**src/rtl/rcu_mdiv_rst_seq_if.sv**
```systemverilog
// Bus bundle for the PLL-lock reset sequencer and per-channel clock dividers.
// Divider updates use valid/ready: a word transfers on a clock edge where both div_valid_i[k] and div_ready_o[k] are high; valid while ready is low is ignored.
interface rcu_mdiv_rst_seq_if #(
    parameter int CH_NUM    = 4,
    parameter int DIV_WIDTH = 8,
    parameter int DLY_WIDTH = 4
);
    logic                          lock_i;
    logic [DLY_WIDTH-1:0]          rst_dly_i;
    logic [CH_NUM-1:0]             ch_en_i;
    logic [CH_NUM*DIV_WIDTH-1:0]   div_i;
    logic [CH_NUM-1:0]             div_valid_i;
    logic [CH_NUM-1:0]             div_ready_o;
    logic [CH_NUM-1:0]             div_done_o;
    logic [CH_NUM-1:0]             clk_trg_o;
    logic [CH_NUM-1:0]             clk_div_o;
    logic [CH_NUM-1:0]             rst_n_o;
    logic                          seq_busy_o;
    logic [1:0]                    seq_state_o;

    modport slave (
        input  lock_i, rst_dly_i, ch_en_i, div_i, div_valid_i,
        output div_ready_o, div_done_o, clk_trg_o, clk_div_o, rst_n_o, seq_busy_o, seq_state_o
    );

    modport master (
        output lock_i, rst_dly_i, ch_en_i, div_i, div_valid_i,
        input  div_ready_o, div_done_o, clk_trg_o, clk_div_o, rst_n_o, seq_busy_o, seq_state_o
    );
endinterface

```
**src/rtl/rcu_mdiv_rst_seq.sv**
```systemverilog
// Staggered per-channel reset release after PLL lock, plus per-channel
// programmable clock dividers whose value changes only at a period boundary.
module rcu_mdiv_rst_seq #(
    parameter int CH_NUM    = 4,
    parameter int DIV_WIDTH = 8,
    parameter int DIV_RST   = 3,
    parameter int DLY_WIDTH = 4
) (
    input  logic                clk_i,
    input  logic                rst_i,
    rcu_mdiv_rst_seq_if.slave   bus
);
    localparam int IDX_W = (CH_NUM > 1) ? $clog2(CH_NUM) : 1;

    typedef enum logic [1:0] {
        S_IDLE = 2'd0,
        S_DLY  = 2'd1,
        S_REL  = 2'd2,
        S_DONE = 2'd3
    } state_t;

    state_t                 state;
    logic [IDX_W-1:0]       idx;
    logic [DLY_WIDTH-1:0]   dcnt;
    logic [CH_NUM-1:0]      rst_n;
    logic                   busy;

    // Lock loss overrides everything, including a release due this cycle.
    always_ff @(posedge clk_i or posedge rst_i) begin
        if (rst_i) begin
            state <= S_IDLE;
            idx   <= '0;
            dcnt  <= '0;
            rst_n <= '0;
            busy  <= 1'b1;
        end else if (!bus.lock_i) begin
            state <= S_IDLE;
            idx   <= '0;
            dcnt  <= '0;
            rst_n <= '0;
            busy  <= 1'b1;
        end else begin
            case (state)
                S_IDLE: begin
                    state <= S_DLY;
                    idx   <= '0;
                    dcnt  <= '0;
                end
                S_DLY: begin
                    if (dcnt == bus.rst_dly_i) state <= S_REL;
                    else                       dcnt  <= dcnt + DLY_WIDTH'(1);
                end
                S_REL: begin
                    rst_n[idx] <= 1'b1;
                    if (idx == IDX_W'(CH_NUM - 1)) begin
                        state <= S_DONE;
                        busy  <= 1'b0;
                    end else begin
                        idx   <= idx + IDX_W'(1);
                        dcnt  <= '0;
                        state <= S_DLY;
                    end
                end
                default: state <= S_DONE;
            endcase
        end
    end

    logic [CH_NUM-1:0] pend_v;
    logic [CH_NUM-1:0] done_v;
    logic [CH_NUM-1:0] trg_v;
    logic [CH_NUM-1:0] lvl_v;

    for (genvar k = 0; k < CH_NUM; k++) begin : g_ch
        logic [DIV_WIDTH-1:0] cnt;
        logic [DIV_WIDTH-1:0] div_q;
        logic [DIV_WIDTH-1:0] pend_val;
        logic                 pend;
        logic                 done;
        logic                 active;
        logic                 term;

        assign active = bus.ch_en_i[k] & rst_n[k];
        assign term   = (cnt == div_q);

        // Accept and load are exclusive (accept needs !pend), so a word taken
        // at terminal count waits for the following terminal count.
        always_ff @(posedge clk_i or posedge rst_i) begin
            if (rst_i) begin
                cnt      <= '0;
                div_q    <= DIV_WIDTH'(DIV_RST);
                pend_val <= '0;
                pend     <= 1'b0;
                done     <= 1'b0;
            end else begin
                done <= 1'b0;
                if (bus.div_valid_i[k] && !pend) begin
                    pend     <= 1'b1;
                    pend_val <= bus.div_i[k*DIV_WIDTH +: DIV_WIDTH];
                end
                if (pend && (!active || term)) begin
                    div_q <= pend_val;
                    cnt   <= '0;
                    pend  <= 1'b0;
                    done  <= 1'b1;
                end else if (active) begin
                    cnt <= term ? '0 : cnt + DIV_WIDTH'(1);
                end else begin
                    cnt <= '0;
                end
            end
        end

        assign pend_v[k] = pend;
        assign done_v[k] = done;
        assign trg_v[k]  = active & term;
        assign lvl_v[k]  = active & (cnt <= (div_q >> 1));
    end

    assign bus.div_ready_o = ~pend_v;
    assign bus.div_done_o  = done_v;
    assign bus.clk_trg_o   = trg_v;
    assign bus.clk_div_o   = lvl_v;
    assign bus.rst_n_o     = rst_n;
    assign bus.seq_busy_o  = busy;
    assign bus.seq_state_o = state;
endmodule
```
**src/flat_wrapper.sv**
```systemverilog
// flat-port wrapper written by rule: the top's interface ports become plain ports
module rcu_mdiv_rst_seq_flat 
#(
    parameter int CH_NUM    = 4,
    parameter int DIV_WIDTH = 8,
    parameter int DIV_RST   = 3,
    parameter int DLY_WIDTH = 4
)
  (clk_i, rst_i, bus_lock_i, bus_rst_dly_i, bus_ch_en_i, bus_div_i, bus_div_valid_i, bus_div_ready_o, bus_div_done_o, bus_clk_trg_o, bus_clk_div_o, bus_rst_n_o, bus_seq_busy_o, bus_seq_state_o);
  rcu_mdiv_rst_seq_if #(.CH_NUM(CH_NUM), .DIV_WIDTH(DIV_WIDTH), .DLY_WIDTH(DLY_WIDTH)) bus_i ();
  input  logic clk_i;
  input  logic rst_i;
  input wire logic [$bits(bus_i.lock_i)-1:0] bus_lock_i;
  input wire logic [$bits(bus_i.rst_dly_i)-1:0] bus_rst_dly_i;
  input wire logic [$bits(bus_i.ch_en_i)-1:0] bus_ch_en_i;
  input wire logic [$bits(bus_i.div_i)-1:0] bus_div_i;
  input wire logic [$bits(bus_i.div_valid_i)-1:0] bus_div_valid_i;
  output wire logic [$bits(bus_i.div_ready_o)-1:0] bus_div_ready_o;
  output wire logic [$bits(bus_i.div_done_o)-1:0] bus_div_done_o;
  output wire logic [$bits(bus_i.clk_trg_o)-1:0] bus_clk_trg_o;
  output wire logic [$bits(bus_i.clk_div_o)-1:0] bus_clk_div_o;
  output wire logic [$bits(bus_i.rst_n_o)-1:0] bus_rst_n_o;
  output wire logic [$bits(bus_i.seq_busy_o)-1:0] bus_seq_busy_o;
  output wire logic [$bits(bus_i.seq_state_o)-1:0] bus_seq_state_o;
  assign bus_i.lock_i = bus_lock_i;
  assign bus_i.rst_dly_i = bus_rst_dly_i;
  assign bus_i.ch_en_i = bus_ch_en_i;
  assign bus_i.div_i = bus_div_i;
  assign bus_i.div_valid_i = bus_div_valid_i;
  assign bus_div_ready_o = bus_i.div_ready_o;
  assign bus_div_done_o = bus_i.div_done_o;
  assign bus_clk_trg_o = bus_i.clk_trg_o;
  assign bus_clk_div_o = bus_i.clk_div_o;
  assign bus_rst_n_o = bus_i.rst_n_o;
  assign bus_seq_busy_o = bus_i.seq_busy_o;
  assign bus_seq_state_o = bus_i.seq_state_o;
  rcu_mdiv_rst_seq #(.CH_NUM(CH_NUM), .DIV_WIDTH(DIV_WIDTH), .DIV_RST(DIV_RST), .DLY_WIDTH(DLY_WIDTH)) u_core (.clk_i(clk_i), .rst_i(rst_i), .bus(bus_i));
endmodule
```
**config.mk**
```make
export PLATFORM = sky130hd
export DESIGN_NAME = rcu_mdiv_rst_seq_flat
export DESIGN_NICKNAME = d
export VERILOG_FILES = /design/src/rtl/rcu_mdiv_rst_seq_if.sv /design/src/rtl/rcu_mdiv_rst_seq.sv /design/src/flat_wrapper.sv
export SDC_FILE = /design/constraint.sdc
export NUM_CORES = 1
export LEC_CHECK = 0
export BUFFER_PORTS_ARGS = -buffer_cell sky130_fd_sc_hd__buf_2
export CAP_MARGIN = 40
export CORE_ASPECT_RATIO = 1.1
export CORE_MARGIN = 5
export CORE_UTILIZATION = 35
export DETAILED_ROUTE_END_ITERATION = 7
export GPL_ROUTABILITY_DRIVEN = 0
export PLACE_DENSITY = 0.62
export REMOVE_ABC_BUFFERS = 1
export SLEW_MARGIN = 20
export SYNTH_ARGS = -nofsm -noshare
export SYNTH_HDL_FRONTEND = slang
export SYNTH_SLANG_ARGS = --single-unit
```
**constraint.sdc**
```tcl
create_clock -name clk_i -period 6.2 [get_ports clk_i]
set_input_delay 0.62 -clock clk_i [delete_from_list [all_inputs] [get_ports clk_i]]
set_output_delay 0.62 -clock clk_i [all_outputs]
set_load 0.02 [all_outputs]
```
## Word level (Yosys, flattened, before mapping)

Cells that the tools add are included.

- Add/subtract/negate cells: 6
- Magnitude comparators: 6
- Equality and inequality tests: 15
- Multiplexer cells: 42
- Bitwise operators: 14
- Reduce and logical (&&, ||, !) cells: 29

Operators by type and width:

| operator | count |
|---|---|
| 8-bit two-way mux | 12 |
| 8-bit by 1-bit adder with 8-bit output, second input constant | 4 |
| 8-bit equality test | 4 |
| 8-bit by 7-bit less-or-equal comparator with 1-bit output | 4 |
| 4-bit two-way mux | 5 |
| 1-bit two-way mux | 16 |
| 1-bit bitwise AND | 12 |
| 4-bit case mux with 3 select lines | 1 |
| 2-bit two-way mux | 5 |
| 1-bit logical AND | 9 |
| 1-bit logical NOT | 8 |
| 2-bit nonzero test | 4 |
| 3-bit inequality test, second input constant | 2 |
| 2-bit case mux with 3 select lines | 1 |
| 4-bit by 1-bit adder with 4-bit output, second input constant | 1 |
| 2-bit equality test, second input constant | 2 |
| 4-bit equality test | 1 |
| 1-bit logical OR | 4 |
| 2-bit by 1-bit inequality test with 1-bit output, second input constant | 2 |
| 4-bit by 1-bit inequality test with 1-bit output, second input constant | 1 |
| 4-bit inverter | 1 |
| 4-bit bitwise OR | 1 |
| 2-bit case mux with 2 select lines | 1 |
| 2-bit AND reduction | 2 |
| other kinds (9) | 9 |

- Bits in registers: 117
- Input bits: 47
- Output and inout port bits: 23

## Depth between registers and ports, before layout

Gate-level depths: netlist of the first run.

- Depth in word-level cells: 7
- Mapped depth: 7
- Depth with buffers taken out: 7

## Least setup slack after synthesis of the first run

OpenSTA, ideal clock, no wires.

- Path type: register -> output
- Start point: register u_core.g_ch[2].div_q[1]
- End point: output port bus_clk_trg_o[2]
- Data arrival time: 1695 ps
- Required time: 5580 ps
- Setup slack: 3885 ps
- Stages on the path, launching flop included: 5
- Cell sequence: dfstp_2 -> xnor2_1 -> nand2_1 -> or4_2 -> nor2_1

- Cells in the longest elaborated chain, start to end: 2

RTL lines:

| item | line | source |
|---|---|---|
| start: declaration | rcu_mdiv_rst_seq.sv:76 | `logic [DIV_WIDTH-1:0] div_q;` |
| start signal: assignment | rcu_mdiv_rst_seq.sv:91 | `div_q <= DIV_WIDTH'(DIV_RST);` |
| start signal: assignment | rcu_mdiv_rst_seq.sv:102 | `div_q <= pend_val;` |
| 8-bit equality test | rcu_mdiv_rst_seq.sv:84 | `assign term = (cnt == div_q);` |
| 1-bit bitwise AND | rcu_mdiv_rst_seq.sv:116 | `assign trg_v[k] = active & term;` |
| end: declaration | flat_wrapper.sv:20 | `output wire logic [$bits(bus_i.clk_trg_o)-1:0] bus_clk_trg_o;` |

Every way passes these cells.

## Worst setup path in the final report of the first run

- Start point: register u_core.g_ch[2].cnt[2]
- End point: output port bus_clk_trg_o[2]

- Cells in the longest elaborated chain, start to end: 2

RTL lines:

| item | line | source |
|---|---|---|
| start: declaration | rcu_mdiv_rst_seq.sv:75 | `logic [DIV_WIDTH-1:0] cnt;` |
| start signal: assignment | rcu_mdiv_rst_seq.sv:107 | `cnt <= term ? '0 : cnt + DIV_WIDTH'(1);` |
| 8-bit equality test | rcu_mdiv_rst_seq.sv:84 |  |
| 1-bit bitwise AND | rcu_mdiv_rst_seq.sv:116 |  |

Every way passes these cells.

==> reports/results.tsv, run 1 <==
metric	value	unit
WL final	11800	um
Max FO, Critical Path	6	
initial antenna violation count	0	
Final Hold Vio Count	0	
MaxCap Viol Count	0	
Pleak	0.00339	uW
Final Critical Period	2.80	ns
drt first pass iters	4	
final number of setup-violating endpoints	0	
HP Class	in2async	
Yosys top cell by area	dfrtp_1	
synth top area cells	dfrtp_1 45%, mux2_2 12%, ha_1 8.8%, xnor2_1 5.9%, dfstp_2 3.9%	
CTS hold repair buffers	0	
Critical Path AT	2.18	ns
grt ovf	0	
fin nets	696	
Final ANT Viol Nets	0	
RSZ-0062 raised after global routing	no	
via/cell ratio	4.89	
Worst setup SP type	flip-flop	
io pins	70	
synth unique cells	39	
DIE WIDTH	135	um
Area Growth Syn to Fin	20.7	%
fraction of registers with async set/reset	100	%
initial core utilization	35.4	%
WL/cell	14.3	um
Clock Skews	0.0103	ns
# diodes	0	
main flop type after synthesis	dfrtp_1	
final setup margin	3.40	ns
root buffer selected by CTS	clkbuf_16	
CTS sink count	117	
Critical Path RT	5.58	ns
Skew-Pair Late Insertion Delay	0.41	ns
DR iter-0 viols	140	
top cell type's share of synthesized area	45.1	%
CTS tree	yes	
Clock transition at path regs	0.06	ns
first-pass GRT wire length	20900	um
drt drc	0	
post-synthesis sequential area ratio	49.1	%
synthesis-stage register bit count	117	
core footprint	16900	um2
worst-path cell chain	xnor2_1 -> nand2_1 -> or4_2 -> nor2_1 -> buf_2	
row count	50	
Power Dens Cells	328	nW/um2
Tot GR Track Use	12.8	%
Die Y	147	um
share of post-route cells with drive strength above 1	30.0	%
Slowest-stage cell, CP	or4_2	
setup_tns	0	ns
Clock Tree Buf Depth	2	
Resized cells post-CTS	0	
peak supply drop	0.175	mV
Post-CTS Setup Bufs	0	
Buf/Inv on CP	1	
Yosys Warn Count	0	
Synth Instances	524	
Worst Max-Slew Pin Slew	0.752	ns
port buffer count	69	
max incr delay on CP	0.70	ns
post-synth design cell area	5990	um2
Final period util	45.2	%
Slew headroom	49.8	%
crit end category	output pin	
Setup CP Type	reg2out	
post-synthesis average cell area	11.4	um2
DR vias	4050	
Top delay family on crit path	simple AND/OR/NAND/NOR gates	
CTS buffer count	17	
detailed placer's ending HPWL	8870	um
worst slack, placed	3.82	ns
vias in the first global route	4420	
final-report max-slew violation count	0	
largest net degree at the start of global routing	60	
status	finished, final reports clean	
die area	19800	um2
H-tree depth	4	
total power draw	2370	uW
Post-synth EDFFs	0	
Fmax	357	MHz
## where the power goes
| part | switching [uW] | internal [uW] | total (uW) |
|---|---|---|---|
| Sequential | 84.3 | 874 | 958 |
| Clock | 363 | 677 | 1040 |
| Combinational | 181 | 193 | 374 |
## synth_stat cells (all sizes together), types with 3 or more instances
cell,instances
inv,49
xnor2,40
o21bai,7
nor2b,11
a211oi,4
nand4,7
clkbuf,5
and3,13
xor2,20
o22ai,3
a21oi,14
a21o,4
o21ai,9
o21a,3
nand2,26
buf,4
and4b,3
dfstp,9
nand3,26
nor2,38
ha,42
dfrtp,108
mux2,64
## placed cells by master (no fill, tap or decap), drive strengths merged, types with 3 or more instances in the layout
master / instances
a211oi: 4
a21o: 4
a21oi: 14
and3: 13
and4b: 3
buf: 72
bufinv: 4
clkbuf: 19
clkinv: 4
clkinvlp: 4
dfrtp: 108
dfstp: 9
ha: 42
inv: 51
mux2: 64
nand2: 26
nand3: 26
nand4: 7
nor2: 38
nor2b: 11
o21a: 3
o21ai: 9
o21bai: 7
o22ai: 3
xnor2: 40
xor2: 20
## sequential cells by signal (all words and copies together), names as in the netlist
| name | count |
|---|---|
| u_core.dcnt | 4 |
| u_core.g_ch.done | 4 |
| u_core.bus.seq_state_o | 2 |
| u_core.g_ch.pend | 4 |
| u_core.g_ch.div_q | 32 |
| u_core.bus.seq_busy_o | 1 |
| u_core.idx | 2 |
| u_core.g_ch.cnt | 32 |
| u_core.bus.rst_n_o | 4 |
| u_core.g_ch.pend_val | 32 |
## per-layer routing
metal	track usage, %	share of wire, %	vias up
met5	0	0	-
met4	5.45	1.8	0
met3	2.71	3.0	15
met2	21.9	50	70
met1	15.5	45	2001
li1	-	-	1964
## cell families (layout without fill, tap and decap cells)
kind of cell	count (synthesis)	in the layout	synth area share (%)
simple gates	131	131	11.0
flops	117	117	49.1
mux	65	65	12.3
xor+xnor	60	60	8.78
buf+inv	58	154	3.89
compound gates	51	51	6.19
fa+ha+maj	42	42	8.78
## final timing paths
kind | slack, ns | cells after the start | to | from
min in group clk_i | 0.44 | 2 | u_core.g_ch[1].pend_val[7]$_DFFE_PP0P_ | bus_div_i[15]
setup / recovery | 3.40 | 5 | bus_clk_trg_o[2] | u_core.g_ch[2].cnt[2]$_DFF_PP0_
hold reg to reg | 0.48 | 2 | u_core.bus.seq_busy_o$_DFFE_PP1P_ | u_core.bus.seq_busy_o$_DFFE_PP1P_
setup reg to reg | 4.01 | 5 | u_core.g_ch[2].div_q[7]$_DFFE_PP0P_ | u_core.g_ch[2].cnt[2]$_DFF_PP0_
hold / removal | 0.24 | 2 | u_core.g_ch[2].pend$_DFFE_PP0P_ | rst_i
max in group asynchronous | 4.85 | 4 | u_core.g_ch[0].div_q[0]$_DFFE_PP1P_ | rst_i
## final cells by class
| type | count | area [um2] |
|---|---|---|
| clock buffer | 18 | 429 |
| clock inverter | 14 | 203 |
| fill | 1601 | 9660 |
| inverter | 49 | 186 |
| multi-input combinational | 349 | 2820 |
| sequential | 117 | 2940 |
| tap | 208 | 260 |
| timing repair buffer | 73 | 395 |
## through the flow
| step | hold WS, ns | cell area (um2) | utilization, % | std cells |
|---|---|---|---|---|
| 2_1_floorplan | 0.477 | 5940 | - | 515 |
| 3_3_place_gp | 0.463 | 6550 | 38.8 | 793 |
| 3_5_place_dp | 0.466 | 6580 | 39.0 | 794 |
| 4_1_cts | 0.235 | 7210 | 42.7 | 826 |
| 5_1_grt | 0.271 | 7230 | 42.8 | 828 |
| 6_report | 0.238 | 7230 | 42.8 | 828 |
(Power assumes the default switching activity.)
==> run 2: changes to the inputs <==
==> constraint.sdc (replaced) <==
create_clock -name clk_i -period 2.86 [get_ports clk_i]
set_input_delay 0.286 -clock clk_i [delete_from_list [all_inputs] [get_ports clk_i]]
set_output_delay 0.286 -clock clk_i [all_outputs]
set_load 0.02 [all_outputs]
==> run 2 against run 1 <==
Effect of this change: register-to-register slack got worse by 3.2 ns; count of clock-buffer cells in the layout rose by 5; wire length up 2.5%; core utilization shrank 0.11 points; non-clock buffer count is 2 higher; first-iteration DRC count down 3.6%; flip-flop and latch count did not move; total power rose by 110%; design area down 0.26%; die area did not move; combinational power grew 120%; global-route usage increased by 0.11 points.
==> reports/results.tsv, run 2 (synthesis results as in run 1) <==
metric	value	unit	change
hold depth	2		
commonest non-fill, non-tap cells in the layout	108 x dfrtp_1, 69 x buf_2, 63 x mux2_2		
# diodes	0		unchanged
WL/cell	14.6	um	+2.3%
H-tree depth	4		unchanged
internal power	3740	uW	+110%
Largest regs	u_core.g_ch.cnt: 32 flops, u_core.g_ch.div_q: 32 flops, u_core.g_ch.pend_val: 32 flops		
Final period util	84.5	%	
drt first pass iters	4		unchanged
grt ovf	0		unchanged
Final Critical Period	2.42	ns	
Clock Tree Buf Depth	2		unchanged
HP Class	in2reg		
via/cell ratio	4.88		-0.17%
vias in the first global route	4393		-0.61%
drt drc	0		unchanged
Final ANT Viol Nets	0		unchanged
initial antenna violation count	0		unchanged
worst r2r src	u_core.g_ch[0].div_q[1]$_DFFE_PP1P_		
largest net degree at the start of global routing	69		+15%
Tot GR Track Use	12.9	%	+0.11 points
Post-CTS Setup Bufs	0		unchanged
Pleak	0.00340	uW	+0.12%
CTS tree	yes		
share of post-route cells with drive strength above 1	29.7	%	-0.26 points
GRT met2 Usage	22.1	%	+0.18 points
DR vias	4053		+0.074%
met3 Use GR	2.64	%	-0.068 points
status	finished, final reports clean		
Setup CP Type	reg2out		
CP endpoint	bus_clk_trg_o[2]		
switching share of power	25.5	%	-0.96 points
Clock Skews	0.00809	ns	-0.00220 ns
fin util	42.7	%	-0.11 points
Worst Max-Slew Pin Slew	0.808	ns	+0.0564 ns
Combinational Power Share	16.1	%	+0.3 points
Clk pwr share	42.6	%	-1.2 points
Crit. Startpoint	u_core.g_ch[2].div_q[1]$_DFFE_PP1P_		
grt met1 use	15.8	%	+0.25 points
Skew-Pair Late Insertion Delay	0.41	ns	about the same
Worst setup SP type	flip-flop		
number of fillers in the final layout	1605		+0.25%
CTS sink count	117		unchanged
Fmax	414	MHz	
reg-to-reg critical path endpoint	u_core.g_ch[0].div_q[7]$_DFFE_PP0P_		
Worst R2R Setup Slack	0.83	ns	-3.18 ns
commonest non-fill, non-tap cell in the layout	dfrtp_1		
crit end category	output pin		
first-pass GRT wire length	21000	um	+0.30%
worst slack, placed	0.832	ns	-2.98 ns
row count	50		unchanged
final-report max-slew violation count	0		unchanged
final setup margin	0.444	ns	-2.96 ns
Max FO, Critical Path	3		-3
core footprint	16900	um2	unchanged
Slew headroom	46.0	%	-3.8 points
part of the power in registers	41.3	%	+0.9 points
detailed placer's ending HPWL	8970	um	+1.2%
CTS buffer count	17		unchanged
RSZ-0062 raised after global routing	no		
final number of setup-violating endpoints	0		unchanged
Sw Pwr	1280	uW	+100%
Final Hold Vio Count	0		unchanged
port buffer count	69		unchanged
WL final	12100	um	+2.5%
initial core utilization	35.4	%	unchanged
Area Growth Syn to Fin	20.4	%	
Critical Path RT	2.57	ns	-3.01 ns
reg2reg path depth	5		unchanged
die area	19800	um2	unchanged
Die Y	147	um	unchanged
MaxCap Viol Count	0		unchanged
DIE WIDTH	135	um	unchanged
io pins	70		unchanged
root buffer selected by CTS	clkbuf_16		
Power Dens Cells	697	nW/um2	+110%
peak supply drop	0.343	mV	+97%
Critical Path AT	2.13	ns	-0.05 ns
Clock transition at path regs	0.05	ns	about the same
fin nets	698		+0.29%
DR iter-0 viols	135		-3.6%
busiest grt layer	met2		
[run 2: changes by cell type in the layout (fill, tap and decap cells not counted), moves of 2 or more]
cell | before | now
clkinv_2 | 0 | 4
inv_6 | 2 | 0
clkinv_4 | 4 | 0
clkinvlp_4 | 4 | 2
clkbuf_8 | 0 | 3
clkbuf_1 | 1 | 3
buf_4 | 2 | 4
[run 2: what timing repair did]
item | CTS | global route
gates resized for setup | 0 | 0
hold buffers | 1 | 0
hold endpoints to repair | 22 | 0
[run 2: worst min-delay path by stage]
stage	startpoint	endpoint	slack [ns]
3_5_place_dp	rst_i	u_core.g_ch[2].pend$_DFFE_PP0P_	0.30
6_report	bus_div_i[28]	u_core.g_ch[3].pend_val[4]$_DFFE_PP0P_	0.11
3_3_place_gp	rst_i	u_core.g_ch[2].pend$_DFFE_PP0P_	0.29
5_1_grt	bus_div_i[29]	u_core.g_ch[3].pend_val[5]$_DFFE_PP0P_	0.09
2_1_floorplan	bus_lock_i	u_core.bus.seq_busy_o$_DFFE_PP1P_	0.33
4_1_cts	bus_div_i[3]	u_core.g_ch[0].pend_val[3]$_DFFE_PP0P_	0.09
[run 2: layer usage]
layer	up-vias	routed length [um]
met5	-	0
met4	0	189
met3	16	276
met2	62	6240
met1	2015	5430
li1	1960	-
[run 2: power by group through the flow]
| stage | clock network [uW] | logic [uW] | registers [uW] |
|---|---|---|---|
| after floorplan | 0 | 618 | 2060 |
| after CTS | 2200 | 820 | 2080 |
| final | 2140 | 807 | 2080 |
| after global routing | 2270 | 910 | 2110 |
| after detailed placement | 0 | 809 | 2110 |
| after global placement | 0 | 774 | 2090 |
[run 2: final cells by class]
type                            count  area, um2  share of cell area [%]
Sequential cell                   117       2940                    40.8
Tap cell                          208        260                    3.61
Inverter                           49        186                    2.59
Multi-Input combinational cell    349       2820                    39.0
Clock buffer                       23        478                    6.63
Clock inverter                      9        125                    1.74
Timing Repair Buffer               75        405                    5.62
[run 2: critical path, cell delays in order (launching register included)]
cell and delay, ns:
dfstp_2 0.55, xnor2_1 0.11, nand2_1 0.11, or4_2 0.67, nor2_1 0.12, buf_2 0.17
[run 2: metrics by stage]
step / instances / total power, uW / hold WS [ns] / setup TNS (ns) / cell area, um2
finish: 830 / 5030 / 0.108 / 0 / 7210
global route: 830 / 5290 / 0.0944 / 0 / 7210
global placement: 796 / 2870 / 0.288 / 0 / 6590
floorplan: 515 / 2680 / 0.325 / -55.28 / 5940
detailed placement: 796 / 2920 / 0.298 / 0 / 6590
CTS: 829 / 5110 / 0.0864 / 0 / 7200
==> run 3: changes to the inputs <==
--- a/config.mk
+++ b/config.mk
@@ -12,7 +12,7 @@
 export CORE_UTILIZATION = 35
 export DETAILED_ROUTE_END_ITERATION = 7
 export GPL_ROUTABILITY_DRIVEN = 0
-export PLACE_DENSITY = 0.62
+export PLACE_DENSITY = 0.64
 export REMOVE_ABC_BUFFERS = 1
 export SLEW_MARGIN = 20
 export SYNTH_ARGS = -nofsm -noshare
==> constraint.sdc (replaced) <==
create_clock -name clk_i -period 2.1 [get_ports clk_i]
set_input_delay 0.21 -clock clk_i [delete_from_list [all_inputs] [get_ports clk_i]]
set_output_delay 0.21 -clock clk_i [all_outputs]
set_load 0.02 [all_outputs]
==> run 3 against run 2 <==
Effect of this change: the run now ends with negative setup slack left; flip-flop and latch count stayed put; highest routed layer unchanged; count of clock-buffer cells in the layout rose by 1; clock power grew 45%; wire length rose by 8.2%; design area up 10%; clock skew rose by 0.0059 ns; total power grew 47%; via count increased by 4.9%; sequential power rose by 36%; first-iteration DRC count grew 22%; combinational power increased by 83%; final cell count is 5.3% higher.
==> reports/results.tsv, run 3 (synthesis results as in run 1) <==
metric	value	unit	change
CTS buffer count	17		unchanged
number of fillers in the final layout	1524		-5.0%
io pins	70		unchanged
Die Y	147	um	unchanged
Clock Tree Buf Depth	2		unchanged
HP Class	in2reg		
drt first pass iters	5		+1
Sw Pwr	1910	uW	+49%
status	finished with violations		
largest net degree at the start of global routing	118		+71%
Setup CP Type	reg2out		
DIE WIDTH	135	um	unchanged
Worst R2R Setup Slack	0.18	ns	-0.65 ns
commonest non-fill, non-tap cells in the layout	93 x dfrtp_1, 63 x mux2_2, 63 x buf_2		
peak supply drop	0.490	mV	+43%
internal power	5490	uW	+47%
share of post-route cells with drive strength above 1	43.7	%	+14 points
Post-Place Cells	801		+0.63%
Fmax	465	MHz	
max incr delay on CP	0.55	ns	-0.12 ns
final-report max-slew violation count	0		unchanged
die area	19800	um2	unchanged
final setup margin	-0.0500	ns	-0.494 ns
violated checks	negative setup slack		
Slowest-stage cell, CP	dfstp_2		
fin util	47.1	%	+4.4 points
CTS tree	yes		
grt ovf	0		unchanged
switching share of power	25.9	%	+0.31 points
crit end category	output pin		
Final Hold Vio Count	0		unchanged
Max FO, Critical Path	2		-1
row count	50		unchanged
Skew-Pair Late Insertion Delay	0.41	ns	about the same
detailed placer's ending HPWL	8720	um	-2.8%
Pleak	0.00363	uW	+6.9%
Worst Max-Slew Pin Slew	0.658	ns	-0.150 ns
Final ANT Viol Nets	0		unchanged
vias in the first global route	4547		+3.5%
Clock transition at path regs	0.06	ns	about the same
H-tree depth	4		unchanged
core footprint	16900	um2	unchanged
WL/cell	15.0	um	+2.8%
final number of setup-violating endpoints	4		+4
Area Growth Syn to Fin	33.0	%	
worst-path cell chain	buf_6 -> ha_4 -> nor2b_4 -> o21a_1 -> o21ai_2 -> nand3b_1 -> a21oi_2 -> buf_4		
Combinational Power Share	20.0	%	+3.9 points
DR vias	4252		+4.9%
# diodes	0		unchanged
via/cell ratio	4.86		-0.37%
commonest non-fill, non-tap cell in the layout	dfrtp_1		
Largest regs	u_core.g_ch.cnt: 32 flops, u_core.g_ch.div_q: 32 flops, u_core.g_ch.pend_val: 32 flops		
MaxCap Viol Count	0		unchanged
RSZ-0062 raised after global routing	yes		
Final Non-Filler Cells	874		+5.3%
Tot GR Track Use	13.4	%	+0.50 points
first-pass GRT wire length	21600	um	+3.3%
drt drc	0		unchanged
WL final	13100	um	+8.2%
root buffer selected by CTS	clkbuf_16		
Critical Path AT	1.94	ns	-0.19 ns
DR iter-0 viols	165		+22%
Slew headroom	56.0	%	+10 points
initial core utilization	35.4	%	unchanged
part of the power in registers	38.2	%	-3.1 points
Power Dens Cells	930	nW/um2	+33%
initial antenna violation count	0		unchanged
port buffer count	69		unchanged
Final Critical Period	2.15	ns	
CTS sink count	117		unchanged
Worst setup SP type	flip-flop		
Critical Path RT	1.89	ns	-0.68 ns
Clk pwr share	41.8	%	-0.8 points
Final period util	102	%	
Clock Skews	0.0140	ns	+0.00592 ns
fin nets	742		+6.3%
-- run 3: cell types whose count changed in the layout (fill, tap and decap cells not counted), moves of 7 or more --
cell     delta
buf_4      +44
ha_1       -17
ha_4       +16
dfrtp_1    -15
dfrtp_2    +15
inv_1       -7
inv_2       +7
-- run 3: worst max-delay path, delay by kind of cell, from the launching register on --
kind / cells / cell delay [ns]
adders and majority gates: 1 / 0.14
AOI/OAI and AO/OA: 3 / 0.44
DFF: 1 / 0.55
and+or+nand+nor: 2 / 0.13
buffers and inverters: 2 / 0.26
-- run 3: what timing repair did --
item                                    4_1_cts  5_1_grt
pin swaps                                    13       32
gates resized for setup                      35       47
endpoints found under the setup margin        6        7
setup buffers                                29       11
endpoints found under the hold margin        42        0
hold buffers                                  1        0
-- run 3: power by group through the flow --
stage | registers [uW] | logic [uW] | clock network [uW]
floorplan | 2810 | 841 | 0
global placement | 2860 | 1050 | 0
detailed placement | 2870 | 1110 | 0
CTS | 2820 | 1290 | 3180
global route | 2870 | 1640 | 3280
finish | 2830 | 1480 | 3100
-- run 3: layout make-up --
class | count | area [um2] | share of cell area, %
clock buffer | 24 | 492 | 6.18
clock inverter | 8 | 145 | 1.82
sequential | 117 | 2960 | 37.2
inverter | 49 | 186 | 2.34
timing repair buffer | 119 | 773 | 9.71
multi-input combinational | 349 | 3150 | 39.5
tap | 208 | 260 | 3.27
-- run 3: path summary, 6_finish.rpt --
check | startpoint | endpoint | cells past startpoint
setup / recovery | u_core.g_ch[2].div_q[1]$_DFFE_PP1P_ | bus_clk_div_o[2] | 8
hold / removal | bus_div_i[28] | u_core.g_ch[3].pend_val[4]$_DFFE_PP0P_ | 2
setup reg to reg | u_core.g_ch[2].div_q[6]$_DFFE_PP0P_ | u_core.g_ch[2].div_q[7]$_DFFE_PP0P_ | 7
hold reg to reg | u_core.bus.seq_busy_o$_DFFE_PP1P_ | u_core.bus.seq_busy_o$_DFFE_PP1P_ | 2
max in group asynchronous | rst_i | u_core.g_ch[3].cnt[1]$_DFF_PP0_ | 4
min in group asynchronous | rst_i | u_core.g_ch[2].cnt[1]$_DFF_PP0_ | 4
-- run 3: routing by layer --
metal	vias to the layer above	global-route usage, %	share of wire [%]	routed length (um)
met1	2105	16.8	45	5960
li1	2052	-	-	-
met2	76	21.9	51	6680
met5	-	0	0	0
met4	0	6.21	1.5	193
met3	19	3.05	2.4	311
-- run 3: through the flow --
step                worst slack, ns  hold WS [ns]  area (um2)  power, uW  setup TNS, ns
floorplan                     -1.20         0.249        5940       3650        -132.51
global placement              0.198         0.418        6630       3910              0
global route                 -0.121        0.0166        7960       7780         -0.525
CTS                         -0.0984       0.00947        7630       7280         -0.236
detailed placement            0.165         0.426        6630       3980              0
finish                      -0.0500        0.0235        7960       7400         -0.108
